$ cat src/rtl/debug_uart_cmd_rx_if.sv
// Signal bundle between the debug UART command receiver and the SoC top level.
// The receiver uses the slave modport; the host/top side uses master.
interface debug_uart_cmd_rx_if;
   logic       rx;
   logic [7:0] rx_data;
   logic       rx_valid;
   logic       frame_error;
   logic       step_pulse;
   logic       continuous_mode;
   logic       pc_inst_trigger;
   logic       reg_trigger;
   logic       alu_trigger;
   logic       cmd_error;
   logic [2:0] state_dbg;

   // Strobes are single-cycle and carry no back-pressure: rx_valid marks the one
   // cycle in which rx_data and the matching command strobe are valid together.
   modport slave (
      input  rx,
      output rx_data, rx_valid, frame_error, step_pulse, continuous_mode,
             pc_inst_trigger, reg_trigger, alu_trigger, cmd_error, state_dbg
   );

   modport master (
      output rx,
      input  rx_data, rx_valid, frame_error, step_pulse, continuous_mode,
             pc_inst_trigger, reg_trigger, alu_trigger, cmd_error, state_dbg
   );
endinterface

$ cat src/rtl/debug_uart_cmd_rx.sv
// 8N1 UART receiver that decodes single-character debug commands into control strobes.
// Optional macro CMD_CASE_INSENSITIVE_EN makes uppercase command letters decode like lowercase.
module debug_uart_cmd_rx #(
   parameter int CLK_FREQ  = 50000000,
   parameter int BAUD_RATE = 115200
) (
   input  logic               clk,
   input  logic               reset,
   debug_uart_cmd_rx_if.slave bus
);

   localparam int CLKS_PER_BIT = CLK_FREQ / BAUD_RATE;
   localparam int HALF_BIT     = CLKS_PER_BIT / 2;
   localparam int CNT_W        = $clog2(CLKS_PER_BIT + 1);
   localparam logic [CNT_W-1:0] BIT_LAST  = CNT_W'(CLKS_PER_BIT - 1);
   localparam logic [CNT_W-1:0] HALF_LAST = CNT_W'(HALF_BIT - 1);

   typedef enum logic [2:0] {
      S_IDLE      = 3'd0,
      S_START     = 3'd1,
      S_DATA      = 3'd2,
      S_STOP      = 3'd3,
      S_WAIT_IDLE = 3'd4
   } state_e;

   state_e           state_q, state_d;
   logic             rx_meta_q, rx_s_q;
   logic [CNT_W-1:0] clk_cnt_q, clk_cnt_d;
   logic [2:0]       bit_idx_q, bit_idx_d;
   logic [7:0]       shift_q, shift_d;
   logic [7:0]       rx_data_q, rx_data_d;
   logic             rx_valid_q, rx_valid_d;
   logic             frame_error_q, frame_error_d;
   logic             step_q, step_d;
   logic             cont_q, cont_d;
   logic             pc_q, pc_d;
   logic             reg_q, reg_d;
   logic             alu_q, alu_d;
   logic             cmd_err_q, cmd_err_d;

   logic dec_step, dec_pc, dec_reg, dec_alu, dec_toggle, dec_err;

   // Decode looks at the shift register directly so the strobe can be registered
   // alongside rx_valid in the stop-bit decision cycle.
   always_comb begin
      dec_step   = 1'b0;
      dec_pc     = 1'b0;
      dec_reg    = 1'b0;
      dec_alu    = 1'b0;
      dec_toggle = 1'b0;
      dec_err    = 1'b0;
      case (shift_q)
         8'h73: dec_step   = 1'b1;
         8'h70: dec_pc     = 1'b1;
         8'h72: dec_reg    = 1'b1;
         8'h61: dec_alu    = 1'b1;
         8'h63: dec_toggle = 1'b1;
`ifdef CMD_CASE_INSENSITIVE_EN
         8'h53: dec_step   = 1'b1;
         8'h50: dec_pc     = 1'b1;
         8'h52: dec_reg    = 1'b1;
         8'h41: dec_alu    = 1'b1;
         8'h43: dec_toggle = 1'b1;
`endif
         default: dec_err = 1'b1;
      endcase
   end

   always_comb begin
      state_d       = state_q;
      clk_cnt_d     = clk_cnt_q;
      bit_idx_d     = bit_idx_q;
      shift_d       = shift_q;
      rx_data_d     = rx_data_q;
      cont_d        = cont_q;
      rx_valid_d    = 1'b0;
      frame_error_d = 1'b0;
      step_d        = 1'b0;
      pc_d          = 1'b0;
      reg_d         = 1'b0;
      alu_d         = 1'b0;
      cmd_err_d     = 1'b0;
      case (state_q)
         S_IDLE: begin
            if (!rx_s_q) begin
               state_d   = S_START;
               clk_cnt_d = '0;
            end
         end
         S_START: begin
            if (clk_cnt_q == HALF_LAST) begin
               clk_cnt_d = '0;
               if (!rx_s_q) begin
                  state_d   = S_DATA;
                  bit_idx_d = 3'd0;
               end else begin
                  state_d = S_IDLE;
               end
            end else begin
               clk_cnt_d = clk_cnt_q + 1'b1;
            end
         end
         S_DATA: begin
            if (clk_cnt_q == BIT_LAST) begin
               clk_cnt_d = '0;
               shift_d   = {rx_s_q, shift_q[7:1]};
               bit_idx_d = bit_idx_q + 3'd1;
               if (bit_idx_q == 3'd7) state_d = S_STOP;
            end else begin
               clk_cnt_d = clk_cnt_q + 1'b1;
            end
         end
         S_STOP: begin
            // Leaving at mid-stop-bit lets a back-to-back start bit be caught.
            if (clk_cnt_q == BIT_LAST) begin
               clk_cnt_d = '0;
               if (rx_s_q) begin
                  state_d    = S_IDLE;
                  rx_valid_d = 1'b1;
                  rx_data_d  = shift_q;
                  step_d     = dec_step;
                  pc_d       = dec_pc;
                  reg_d      = dec_reg;
                  alu_d      = dec_alu;
                  cmd_err_d  = dec_err;
                  cont_d     = cont_q ^ dec_toggle;
               end else begin
                  state_d       = S_WAIT_IDLE;
                  frame_error_d = 1'b1;
               end
            end else begin
               clk_cnt_d = clk_cnt_q + 1'b1;
            end
         end
         S_WAIT_IDLE: begin
            if (rx_s_q) state_d = S_IDLE;
         end
         default: state_d = S_IDLE;
      endcase
   end

   always_ff @(posedge clk) begin
      if (reset) begin
         rx_meta_q     <= 1'b1;
         rx_s_q        <= 1'b1;
         state_q       <= S_IDLE;
         clk_cnt_q     <= '0;
         bit_idx_q     <= 3'd0;
         shift_q       <= 8'h00;
         rx_data_q     <= 8'h00;
         rx_valid_q    <= 1'b0;
         frame_error_q <= 1'b0;
         step_q        <= 1'b0;
         cont_q        <= 1'b0;
         pc_q          <= 1'b0;
         reg_q         <= 1'b0;
         alu_q         <= 1'b0;
         cmd_err_q     <= 1'b0;
      end else begin
         rx_meta_q     <= bus.rx;
         rx_s_q        <= rx_meta_q;
         state_q       <= state_d;
         clk_cnt_q     <= clk_cnt_d;
         bit_idx_q     <= bit_idx_d;
         shift_q       <= shift_d;
         rx_data_q     <= rx_data_d;
         rx_valid_q    <= rx_valid_d;
         frame_error_q <= frame_error_d;
         step_q        <= step_d;
         cont_q        <= cont_d;
         pc_q          <= pc_d;
         reg_q         <= reg_d;
         alu_q         <= alu_d;
         cmd_err_q     <= cmd_err_d;
      end
   end

   assign bus.rx_data         = rx_data_q;
   assign bus.rx_valid        = rx_valid_q;
   assign bus.frame_error     = frame_error_q;
   assign bus.step_pulse      = step_q;
   assign bus.continuous_mode = cont_q;
   assign bus.pc_inst_trigger = pc_q;
   assign bus.reg_trigger     = reg_q;
   assign bus.alu_trigger     = alu_q;
   assign bus.cmd_error       = cmd_err_q;
   assign bus.state_dbg       = state_q;

endmodule

$ cat src/flat_wrapper.sv
// flat-port wrapper written by rule: the top's interface ports become plain ports
module debug_uart_cmd_rx_flat 
#(
   parameter int CLK_FREQ  = 50000000,
   parameter int BAUD_RATE = 115200
)
  (clk, reset, bus_rx, bus_rx_data, bus_rx_valid, bus_frame_error, bus_step_pulse, bus_continuous_mode, bus_pc_inst_trigger, bus_reg_trigger, bus_alu_trigger, bus_cmd_error, bus_state_dbg);
  debug_uart_cmd_rx_if bus_i ();
  input  logic clk;
  input  logic reset;
  input wire logic [$bits(bus_i.rx)-1:0] bus_rx;
  output wire logic [$bits(bus_i.rx_data)-1:0] bus_rx_data;
  output wire logic [$bits(bus_i.rx_valid)-1:0] bus_rx_valid;
  output wire logic [$bits(bus_i.frame_error)-1:0] bus_frame_error;
  output wire logic [$bits(bus_i.step_pulse)-1:0] bus_step_pulse;
  output wire logic [$bits(bus_i.continuous_mode)-1:0] bus_continuous_mode;
  output wire logic [$bits(bus_i.pc_inst_trigger)-1:0] bus_pc_inst_trigger;
  output wire logic [$bits(bus_i.reg_trigger)-1:0] bus_reg_trigger;
  output wire logic [$bits(bus_i.alu_trigger)-1:0] bus_alu_trigger;
  output wire logic [$bits(bus_i.cmd_error)-1:0] bus_cmd_error;
  output wire logic [$bits(bus_i.state_dbg)-1:0] bus_state_dbg;
  assign bus_i.rx = bus_rx;
  assign bus_rx_data = bus_i.rx_data;
  assign bus_rx_valid = bus_i.rx_valid;
  assign bus_frame_error = bus_i.frame_error;
  assign bus_step_pulse = bus_i.step_pulse;
  assign bus_continuous_mode = bus_i.continuous_mode;
  assign bus_pc_inst_trigger = bus_i.pc_inst_trigger;
  assign bus_reg_trigger = bus_i.reg_trigger;
  assign bus_alu_trigger = bus_i.alu_trigger;
  assign bus_cmd_error = bus_i.cmd_error;
  assign bus_state_dbg = bus_i.state_dbg;
  debug_uart_cmd_rx #(.CLK_FREQ(CLK_FREQ), .BAUD_RATE(BAUD_RATE)) u_core (.clk(clk), .reset(reset), .bus(bus_i));
endmodule
$ cat config.mk
export PLATFORM = sky130hd
export DESIGN_NAME = debug_uart_cmd_rx_flat
export DESIGN_NICKNAME = d
export VERILOG_FILES = /design/src/rtl/debug_uart_cmd_rx_if.sv /design/src/rtl/debug_uart_cmd_rx.sv /design/src/flat_wrapper.sv
export SDC_FILE = /design/constraint.sdc
export NUM_CORES = 1
export LEC_CHECK = 0
export CAP_MARGIN = 20
export CORE_MARGIN = 3
export CORE_UTILIZATION = 58
export CTS_CLUSTER_DIAMETER = 100
export DETAILED_ROUTE_END_ITERATION = 7
export HOLD_SLACK_MARGIN = 0.15
export PLACE_DENSITY = 0.82
export SYNTH_ARGS = -nofsm -noshare
export SYNTH_HDL_FRONTEND = slang
export SYNTH_SLANG_ARGS = --single-unit
$ cat constraint.sdc
create_clock -name clk -period 2.47 [get_ports clk]
set_input_delay 0.741 -clock clk [delete_from_list [all_inputs] [get_ports clk]]
set_output_delay 0.741 -clock clk [all_outputs]
set_load 0.02 [all_outputs]
## After elaboration in Yosys (flattened, before gate mapping)

Index checks and enable logic that the tools add are counted.

- Bits in registers: 41
- Bits of input ports: 3
- Output and inout bits: 19
- Word-level logic and storage cells: 77

- $add $sub $neg: 2
- Equal/unequal tests: 19
- Multiplexer cells: 25
- Bitwise operators: 4
- Reduce and logical (&&, ||, !) cells: 12

Operators with widths:

| kind | number |
|---|---|
| equality test 8 x 7 -> 1 bit, second input constant | 5 |
| 2-to-1 mux 3 bit | 10 |
| 2-to-1 mux 9 bit | 3 |
| case mux 9 bit (3 select lines) | 1 |
| case mux 3 bit (5 select lines) | 1 |
| != test 2 x 1 -> 1 bit, second input constant | 5 |
| adder 9 x 1 -> 9 bit, second input constant | 1 |
| equality test 9 x 8 -> 1 bit, second input constant | 1 |
| equality test 9 bit, second input constant | 1 |
| 2-to-1 mux 1 bit | 8 |
| equality test 3 x 2 -> 1 bit, second input constant | 2 |
| equality test 3 bit, second input constant | 2 |
| case mux 3 bit (2 select lines) | 1 |
| AND reduction 6 bit | 1 |
| OR reduction 5 bit | 1 |
| != test 2 bit, second input constant | 2 |
| AND reduction 2 bit | 2 |
| AND reduction 4 bit | 1 |
| OR reduction 4 bit | 1 |
| adder 3 x 1 -> 3 bit, second input constant | 1 |
| equality test 3 x 1 -> 1 bit, second input constant | 1 |
| zero test 3 bit | 1 |
| inverter 1 bit | 3 |
| AND reduction 3 bit | 1 |
| 6 further kinds | 6 |

## Logic depth before layout (Yosys ltp)

Gate-level depths: netlist of run 1.

- Depth after elaboration: 4
- Depth in mapped cells: 7
- Depth with buffers taken out: 6

## Worst setup path before layout of run 1

Ideal clock, no wire load.

- Path type: reg2reg
- Start: register u_core.state_q[1], in the netlist u_core.bus.state_dbg[1]
- End: register u_core.bit_idx_q[0]
- Library setup time: 72 ps
- Arrival: 1,755 ps
- Required time: 2,398 ps
- Setup slack: 643 ps
- Cell stages (with the launch flop): 6
- Buffers on the path: 1
- Clock period less this slack: 1,827 ps
- Cell sequence: dfxtp_1 -> or3b_1 -> or3_1 -> buf_6 -> a22oi_4 -> mux2i_1

- Longest elaborated chain between the ends: 3
- Elaborated cells on any way between the ends: 8
- Those cells by class: eq/ne (5); mux (1); reduce/logical (2)

RTL lines:

| element | RTL line | RTL |
|---|---|---|
| start, declared | debug_uart_cmd_rx.sv:26 | `state_e state_q, state_d;` |
| start signal, assigned | debug_uart_cmd_rx.sv:162 | `state_q <= state_d;` |
| equality test 3 x 2 -> 1 bit / equality test 3 x 1 -> 1 bit (equally long branches) | debug_uart_cmd_rx.sv:83 | `case (state_q)` |
| != test 2 x 1 -> 1 bit (no source line), or another cell as far along | n/a |  |
| AND reduction 4 bit (no source line) | n/a |  |
| end signal, assigned | debug_uart_cmd_rx.sv:164 | `bit_idx_q <= bit_idx_d;` |
| end, declared | debug_uart_cmd_rx.sv:29 | `logic [2:0] bit_idx_q, bit_idx_d;` |

Several ways; a longest one is shown, not always the timed one.
A chain may end at the register's enable or synchronous reset.

## Worst setup path after layout of run 1

- Start: register u_core.state_q[2], in the netlist u_core.bus.state_dbg[2]
- End: output port bus_state_dbg[2]

RTL lines:

| element | RTL line | RTL |
|---|---|---|
| end, declared | flat_wrapper.sv:21 | `output wire logic [$bits(bus_i.state_dbg)-1:0] bus_state_dbg;` |

No word-level cell between the ends.

==> results by group, run 1 <==
Run status
  – Status: finished clean

Power
  – PwrDens: 535 mW/mm2
  – Clock power share: 0.389
  – Comb pwr share: 0.039
  – P_leak: 0.790 nW
  – P_sw: 0.248 mW
  – Peak VDD IR: 0.000507 V
  – Flop pwr share: 0.572
  – Int Power: 0.924 mW
  – Switching Share: 0.212

STA
  – Fin crit period: 2.30 ns
  – Fin worst setup slack: 0.174 ns
  – Max-slew headroom: 0.575
  – Final Setup Violations: 0
  – Total negative setup slack: 0 ns
  – Worst Tran Pin Value: 0.632 ns
  – Fin crit share: 0.929
  – Highest clock rate: 436 MHz
  – Unrepaired setup endpoints after global routing: false
  – Final Max Tran Viols: 0
  – Fin. Hold Viols: 0
  – Clock Skew: 0.00789 ns

Setup path
  – Critical-path cell list: clkdlybuf4s50_1
  – Worst EP required: 1.73 ns
  – Crit path max fanout: 10
  – Reg2reg end: u_core.bit_idx_q[0]$_SDFFE_PP0P_
  – Critical Path Start Type: flip-flop
  – Slack of the worst reg-to-reg path: 0.43 ns
  – Crit. End Element: output pin
  – Worst Path Buf+Inv: 1
  – Critical Path Max Stage Delay: 0.68 ns
  – CP arrival: ~1.6 ns
  – Family with the most delay on the worst path: buffers and inverters
  – CP max stage cell: clkdlybuf4s50_1
  – Reg2Reg Depth: 4
  – Worst r2r src: u_core.bus.state_dbg[1]$_SDFFE_PP0P_
  – Critical path class: flip-flop to output pin

Synth
  – Post-synthesis register bit count: 41
  – Mean Syn Cell Area: a little over 9 um2
  – Register area share after synthesis: 0.447
  – Ys async rst share: 0
  – Synthesized area: 0.00184 mm2
  – Yosys Warn Count: 0
  – EDFF count, synth: 0
  – Distinct cell type count after synthesis: 44
  – Mapped Cells: 200
  – Syn Nets: 208
  – Most used DFF post-synth: dfxtp_1

Placed design
  – DP HPWL: 2590 um
  – RD Place Congestion: 0.832
  – PortBufs: 21
  – Worst slack, placed: 0.359 ns
  – Area after DPL: 0.00210 mm2

Global route
  – Initial antenna violation count: 0
  – Largest net degree at the start of global routing: 17
  – Vias in the first global route: 1556
  – GR Util met1: 0.263
  – GRT busiest layer: met2
  – Met2 usage: 0.349
  – Met3 usage: 0.0468
  – First-pass GRT wire length: ~6800 um
  – Global Route Usage Sum: 0.209
  – Total gr overflow: 0

Floorplan
  – Initial Util: 0.638
  – Die height: 62.3 um
  – Io pins: 22
  – Die Outline Area: 0.00388 mm2
  – Site Rows: 19
  – Die W: 62.3 um
  – Core area: 0.00288 mm2

Clocking
  – CTS buffer count: 5
  – Longest Clk Path Bufs: 2
  – Cts hold-fix bufs: 0
  – CTS tree: built
  – Setup Buffers After CTS: 0
  – Num Clock Sinks: slightly above 40
  – CTS H-Tree Depth: 2
  – Clock transition at path regs: ~0.11 ns
  – Clk_lat worst skew: 0.35 ns
  – Post_cts resized: 0
  – Clk root buf: clkbuf_4

Layout
  – Layout cell share with drive strength beyond 1: 0.0885
  – Nets: 233
  – Util after Layout: 0.762
  – Layout area overhead: 19.4%
  – # fillers: roughly 210
  – Layout Cell Area excl Fill: 0.00219 mm2
  – Most frequent cells in the layout: 41 x dfxtp_1, 25 x nor2_1, 21 x clkdlybuf4s50_1
  – Antenna cells: 0
  – Most common cell after layout, fill and taps aside: dfxtp_1

Run
  – Total of max-cap violations: 0

Hold path
  – Class of the worst hold path: flip-flop to flip-flop
  – Min-delay src: u_core.rx_meta_q$_SDFF_PP1_
  – Worst Hold Path EP: u_core.rx_s_q$_SDFF_PP1_
  – Hold Path Stages: 1

Routing
  – Via count: 1549
  – DR pass1 iterations: 4
  – Post-DR wirelength/cell: approximately 14 um
  – DR vias/cell: slightly below 6
  – DR iter-0 viols: 149
  – Routed WL: 3700 um
  – DRC Markers: 0
  – Routed Antenna Nets: 0
power groups by stage:
stage | Sequential [mW] | Combinational, mW | Clock, mW
final | 0.671 | 0.0455 | 0.456
after global routing | 0.673 | 0.0497 | 0.494
after CTS | 0.671 | 0.0453 | 0.465
after detailed placement | 0.686 | 0.0451 | 0
after global placement | 0.685 | 0.0437 | 0
after floorplan | 0.684 | 0.0300 | 0
flip-flops by register name, summed over array words and instances, names as in the netlist:
name,cells
u_core.bit_idx_q,3
u_core.bus.state_dbg,3
u_core.bus.continuous_mode,1
u_core.bus.reg_trigger,1
u_core.clk_cnt_q,9
u_core.bus.step_pulse,1
u_core.shift_q,8
u_core.bus.pc_inst_trigger,1
u_core.bus.cmd_error,1
u_core.bus.frame_error,1
u_core.bus.rx_data,8
u_core.rx_meta_q,1
u_core.bus.alu_trigger,1
u_core.bus.rx_valid,1
u_core.rx_s_q,1
worst max-delay path by stage:
stage / endpoint / slack, ns / cells after the start / from
after global routing: bus_state_dbg[2] / 0.13 / 1 / u_core.bus.state_dbg[2]$_SDFFE_PP0P_
after global placement: u_core.bus.alu_trigger$_SDFF_PP0_ / 0.43 / 3 / reset
final: bus_state_dbg[2] / 0.17 / 1 / u_core.bus.state_dbg[2]$_SDFFE_PP0P_
after detailed placement: u_core.bus.alu_trigger$_SDFF_PP0_ / 0.36 / 3 / reset
after CTS: bus_state_dbg[2] / 0.17 / 1 / u_core.bus.state_dbg[2]$_SDFFE_PP0P_
after floorplan: u_core.bit_idx_q[0]$_SDFFE_PP0P_ / 0.64 / 5 / u_core.bus.state_dbg[1]$_SDFFE_PP0P_
cell usage after synthesis, drive strengths merged (3+ instances only):
master	number	area (um2)
and2	3	18.8
clkbuf	5	18.8
or3	3	18.8
nor2	25	93.8
nor3	7	35.0
o22ai	6	37.5
a21oi	10	50.1
nand3	4	20.0
mux2i	18	180
nor4	4	25.0
nor2b	4	25.0
inv	5	18.8
nand2b	4	25.0
ha	5	62.6
o21ai	3	15.0
nand2	17	63.8
dfxtp	41	821
buf	5	30.0
cell type report:
class	instances	area [um2]	share of cell area
clock buffers	6	51.3	0.0234
inverters	5	18.8	0.00857
well taps	42	52.6	0.0240
repair buffers	28	263	0.120
flip-flops and latches	41	821	0.375
clock inverters	2	37.5	0.0171
multi-input cells	144	947	0.432
kinds of logic after synthesis:
| group | synth area share |
|---|---|
| mux | 0.104 |
| simple gates | 0.241 |
| fa+ha+maj | 0.0341 |
| flops | 0.447 |
| xor+xnor | 0.00477 |
| compound gates | 0.132 |
| buf+inv | 0.0368 |
through the flow:
stage	instances	power, mW	hold slack (ns)
floorplan	200	0.714	0.389
global placement	260	0.729	0.392
detailed placement	260	0.731	0.393
CTS	268	1.18	0.421
global route	268	1.22	0.436
finish	268	1.17	0.420
metal layers:
metal,vias to the layer above,wire length [um]
met5,-,0
met4,0,61
met3,8,239
met2,53,1760
met1,723,1640
li1,765,-
Power figures use the tool's default switching activity.
==> run 2, diff against run 1 <==
--- a/config.mk
+++ b/config.mk
@@ -7,11 +7,11 @@
 export LEC_CHECK = 0
 export CAP_MARGIN = 20
 export CORE_MARGIN = 3
-export CORE_UTILIZATION = 58
+export CORE_UTILIZATION = 54
 export CTS_CLUSTER_DIAMETER = 100
 export DETAILED_ROUTE_END_ITERATION = 7
 export HOLD_SLACK_MARGIN = 0.15
-export PLACE_DENSITY = 0.82
+export PLACE_DENSITY = 0.78
 export SYNTH_ARGS = -nofsm -noshare
 export SYNTH_HDL_FRONTEND = slang
 export SYNTH_SLANG_ARGS = --single-unit
==> constraint.sdc (replaced) <==
create_clock -name clk -period 2.3 [get_ports clk]
set_input_delay 0.69 -clock clk [delete_from_list [all_inputs] [get_ports clk]]
set_output_delay 0.69 -clock clk [all_outputs]
set_load 0.02 [all_outputs]
==> run 2 against run 1 <==
Compared with the run above:
- non-clock buffer count grew 1
- register-to-register slack lost 0.09 ns
- global-route usage shrank 0.47 points
- clock power shrank 17%
- first-iteration DRC count grew 11%
- clock-buffer cell count is the same
- sequential share of layout area grew 0.27 points
- sequential power grew 7.5%
- critical path depth is the same
- highest routed layer unchanged
- utilization shrank 7.1 points
- die area grew 6.7%
==> results by group, run 2 (synthesis results as in run 1) <==
Routing
  – DRC Markers: 0 (unchanged)
  – Post-DR wirelength/cell: 14.2 um (+2.7%)
  – DR vias/cell: 5.69 (-1.6%)
  – Routed Antenna Nets: 0 (unchanged)
  – DR iter-0 viols: 165 (+11%)
  – Routed WL: 3840 um (+3.9%)
  – Via count: 1541 (-0.52%)
  – DR pass1 iterations: 4 (unchanged)

Layout
  – Antenna cells: 0 (unchanged)
  – Nets: 234 (+0.43%)
  – Most frequent cells in the layout: 40 x dfxtp_1, 25 x nor2_1, 21 x clkdlybuf4s50_1
  – Most common cell after layout, fill and taps aside: dfxtp_1
  – Layout area overhead: 18.7%
  – Most flop-heavy register: u_core.clk_cnt_q
  – Max reg flops: 9 (unchanged)
  – Layout Cell Area excl Fill: 0.00218 mm2 (-0.57%)
  – Layout cell share with drive strength beyond 1: 0.0969 (+0.00842)

Placed design
  – DP HPWL: 2750 um (+6.3%)
  – RD Place Congestion: 0.798 (-4.1%)
  – PortBufs: 21 (unchanged)
  – Area after DPL: 0.00211 mm2 (+0.48%)

STA
  – Highest clock rate: 458 MHz
  – Final Max Tran Viols: 0 (unchanged)
  – Worst Tran Pin Value: 0.759 ns (+0.127 ns)
  – Fin. Hold Viols: 0 (unchanged)
  – Total negative setup slack: 0 ns (unchanged)
  – Final hold slack: 0.424 ns (+0.00394 ns)
  – Max-slew headroom: 0.489 (-0.0856)
  – Fin crit period: 2.19 ns
  – Clock Skew: 0.00499 ns (-0.00290 ns)
  – Final Setup Violations: 0 (unchanged)
  – Unrepaired setup endpoints after global routing: false
  – Fin crit share: 0.950

Setup path
  – Worst r2r src: u_core.clk_cnt_q[0]$_SDFFE_PP0P_
  – CP arrival: 1.50 ns (-0.05 ns)
  – Reg2Reg Depth: 7 (+3)
  – Crit. End Element: output pin
  – Critical path depth: 1 (unchanged)
  – Worst EP required: 1.61 ns (-0.12 ns)
  – Critical path class: flip-flop to output pin
  – Crit path max fanout: 9 (-1)
  – Critical Path Max Stage Delay: 0.66 ns (-0.02 ns)
  – CP max stage cell: clkdlybuf4s50_1
  – Worst Path Buf+Inv: 1 (unchanged)
  – Critical-path cell list: clkdlybuf4s50_1
  – Reg2reg end: u_core.clk_cnt_q[5]$_SDFFE_PP0P_
  – Family with the most delay on the worst path: buffers and inverters
  – Critical Path Start Type: flip-flop
  – Slack of the worst reg-to-reg path: 0.34 ns (-0.09 ns)

Clocking
  – Longest Clk Path Bufs: 2 (unchanged)
  – Clk_lat worst skew: 0.34 ns (about the same)
  – Clk root buf: clkbuf_4
  – CTS buffer count: 5 (unchanged)
  – Clock transition at path regs: 0.12 ns (about the same)
  – CTS H-Tree Depth: 2 (unchanged)
  – Cts hold-fix bufs: 0 (unchanged)
  – CTS tree: built
  – Num Clock Sinks: 41 (unchanged)
  – Setup Buffers After CTS: 0 (unchanged)
  – Post_cts resized: 0 (unchanged)

Floorplan
  – Core area: 0.00315 mm2 (+9.6%)
  – Site Rows: 20 (+1)
  – Die W: 64.3 um (+3.3%)
  – Die Outline Area: 0.00413 mm2 (+6.7%)
  – Die height: 64.3 um (+3.3%)
  – Io pins: 22 (unchanged)
  – Initial Util: 0.582 (-0.0560)

Run
  – Total of max-cap violations: 0 (unchanged)

Power
  – Peak VDD IR: 0.000395 V (-22%)
  – Clock power share: 0.331 (-0.058)
  – P_sw: 0.266 mW (+7.3%)
  – P_leak: 0.788 nW (-0.20%)
  – Int Power: 0.883 mW (-4.4%)
  – Switching Share: 0.232 (+0.0199)
  – Comb pwr share: 0.042 (+0.003)
  – Flop pwr share: 0.627 (+0.055)
  – PwrDens: 528 mW/mm2 (-1.4%)

Global route
  – Global Route Usage Sum: 0.205 (-0.00466)
  – Largest net degree at the start of global routing: 19 (+2)
  – Initial antenna violation count: 0 (unchanged)
  – First-pass GRT wire length: 6610 um (-2.5%)
  – Vias in the first global route: 1465 (-5.8%)
  – Total gr overflow: 0 (unchanged)

Hold path
  – Min-delay src: u_core.rx_meta_q$_SDFF_PP1_
  – Worst Hold Path EP: u_core.rx_s_q$_SDFF_PP1_
  – Hold Path Stages: 1 (unchanged)
  – Class of the worst hold path: flip-flop to flip-flop

Run status
  – Status: finished clean
## run 2: changes by cell type in the layout (fill, tap and decap cells not counted)
| cell | previous run | this run |
|---|---|---|
| clkinv_2 | 0 | 1 |
| buf_4 | 7 | 8 |
| dfxtp_2 | 0 | 1 |
| dfxtp_1 | 41 | 40 |
| clkinv_4 | 0 | 1 |
| clkinvlp_4 | 1 | 0 |
| bufinv_16 | 1 | 0 |
## run 2: worst max path at each step
stage / to / slack [ns] / startpoint
after detailed placement: u_core.bus.alu_trigger$_SDFF_PP0_ / 0.15 / reset
final: bus_state_dbg[0] / 0.11 / u_core.bus.state_dbg[0]$_SDFFE_PP0P_
after global placement: u_core.rx_s_q$_SDFF_PP1_ / 0.21 / reset
after CTS: bus_state_dbg[2] / 0.06 / u_core.bus.state_dbg[2]$_SDFFE_PP0P_
after global routing: bus_state_dbg[0] / 0.04 / u_core.bus.state_dbg[0]$_SDFFE_PP0P_
after floorplan: u_core.bit_idx_q[0]$_SDFFE_PP0P_ / 0.47 / u_core.bus.state_dbg[1]$_SDFFE_PP0P_
## run 2: metal layers
layer | wire length [um] | vias to the layer above | GRT usage
li1 | - | 760 | -
met1 | 1720 | 727 | 0.246
met2 | 1890 | 48 | 0.341
met3 | 171 | 6 | 0.0545
met4 | 57 | 0 | 0.0897
met5 | 0 | - | 0
## run 2: through the flow
stage	setup WS [ns]	total power, mW	instances	util
after floorplan	0.473	0.767	200	-
after global placement	0.214	0.783	263	0.670
after detailed placement	0.147	0.784	263	0.670
after CTS	0.0569	1.16	271	0.690
after global routing	0.0380	1.21	271	0.691
final	0.114	1.15	271	0.691
## run 2: layout make-up
type / instances / area (um2)
fillers: 268 / 975
multi-input cells: 144 / 947
clock buffers: 6 / 51.3
inverters: 5 / 18.8
repair buffers: 29 / 270
clock inverters: 2 / 13.8
flip-flops and latches: 41 / 822
well taps: 44 / 55.1
## run 2: power by group through the flow
stage / Sequential [mW] / Combinational (mW) / Clock [mW]
after CTS: 0.721 / 0.0476 / 0.393
after detailed placement: 0.737 / 0.0472 / 0
final: 0.721 / 0.0484 / 0.380
after global routing: 0.722 / 0.0537 / 0.439
after floorplan: 0.735 / 0.0322 / 0
after global placement: 0.736 / 0.0466 / 0
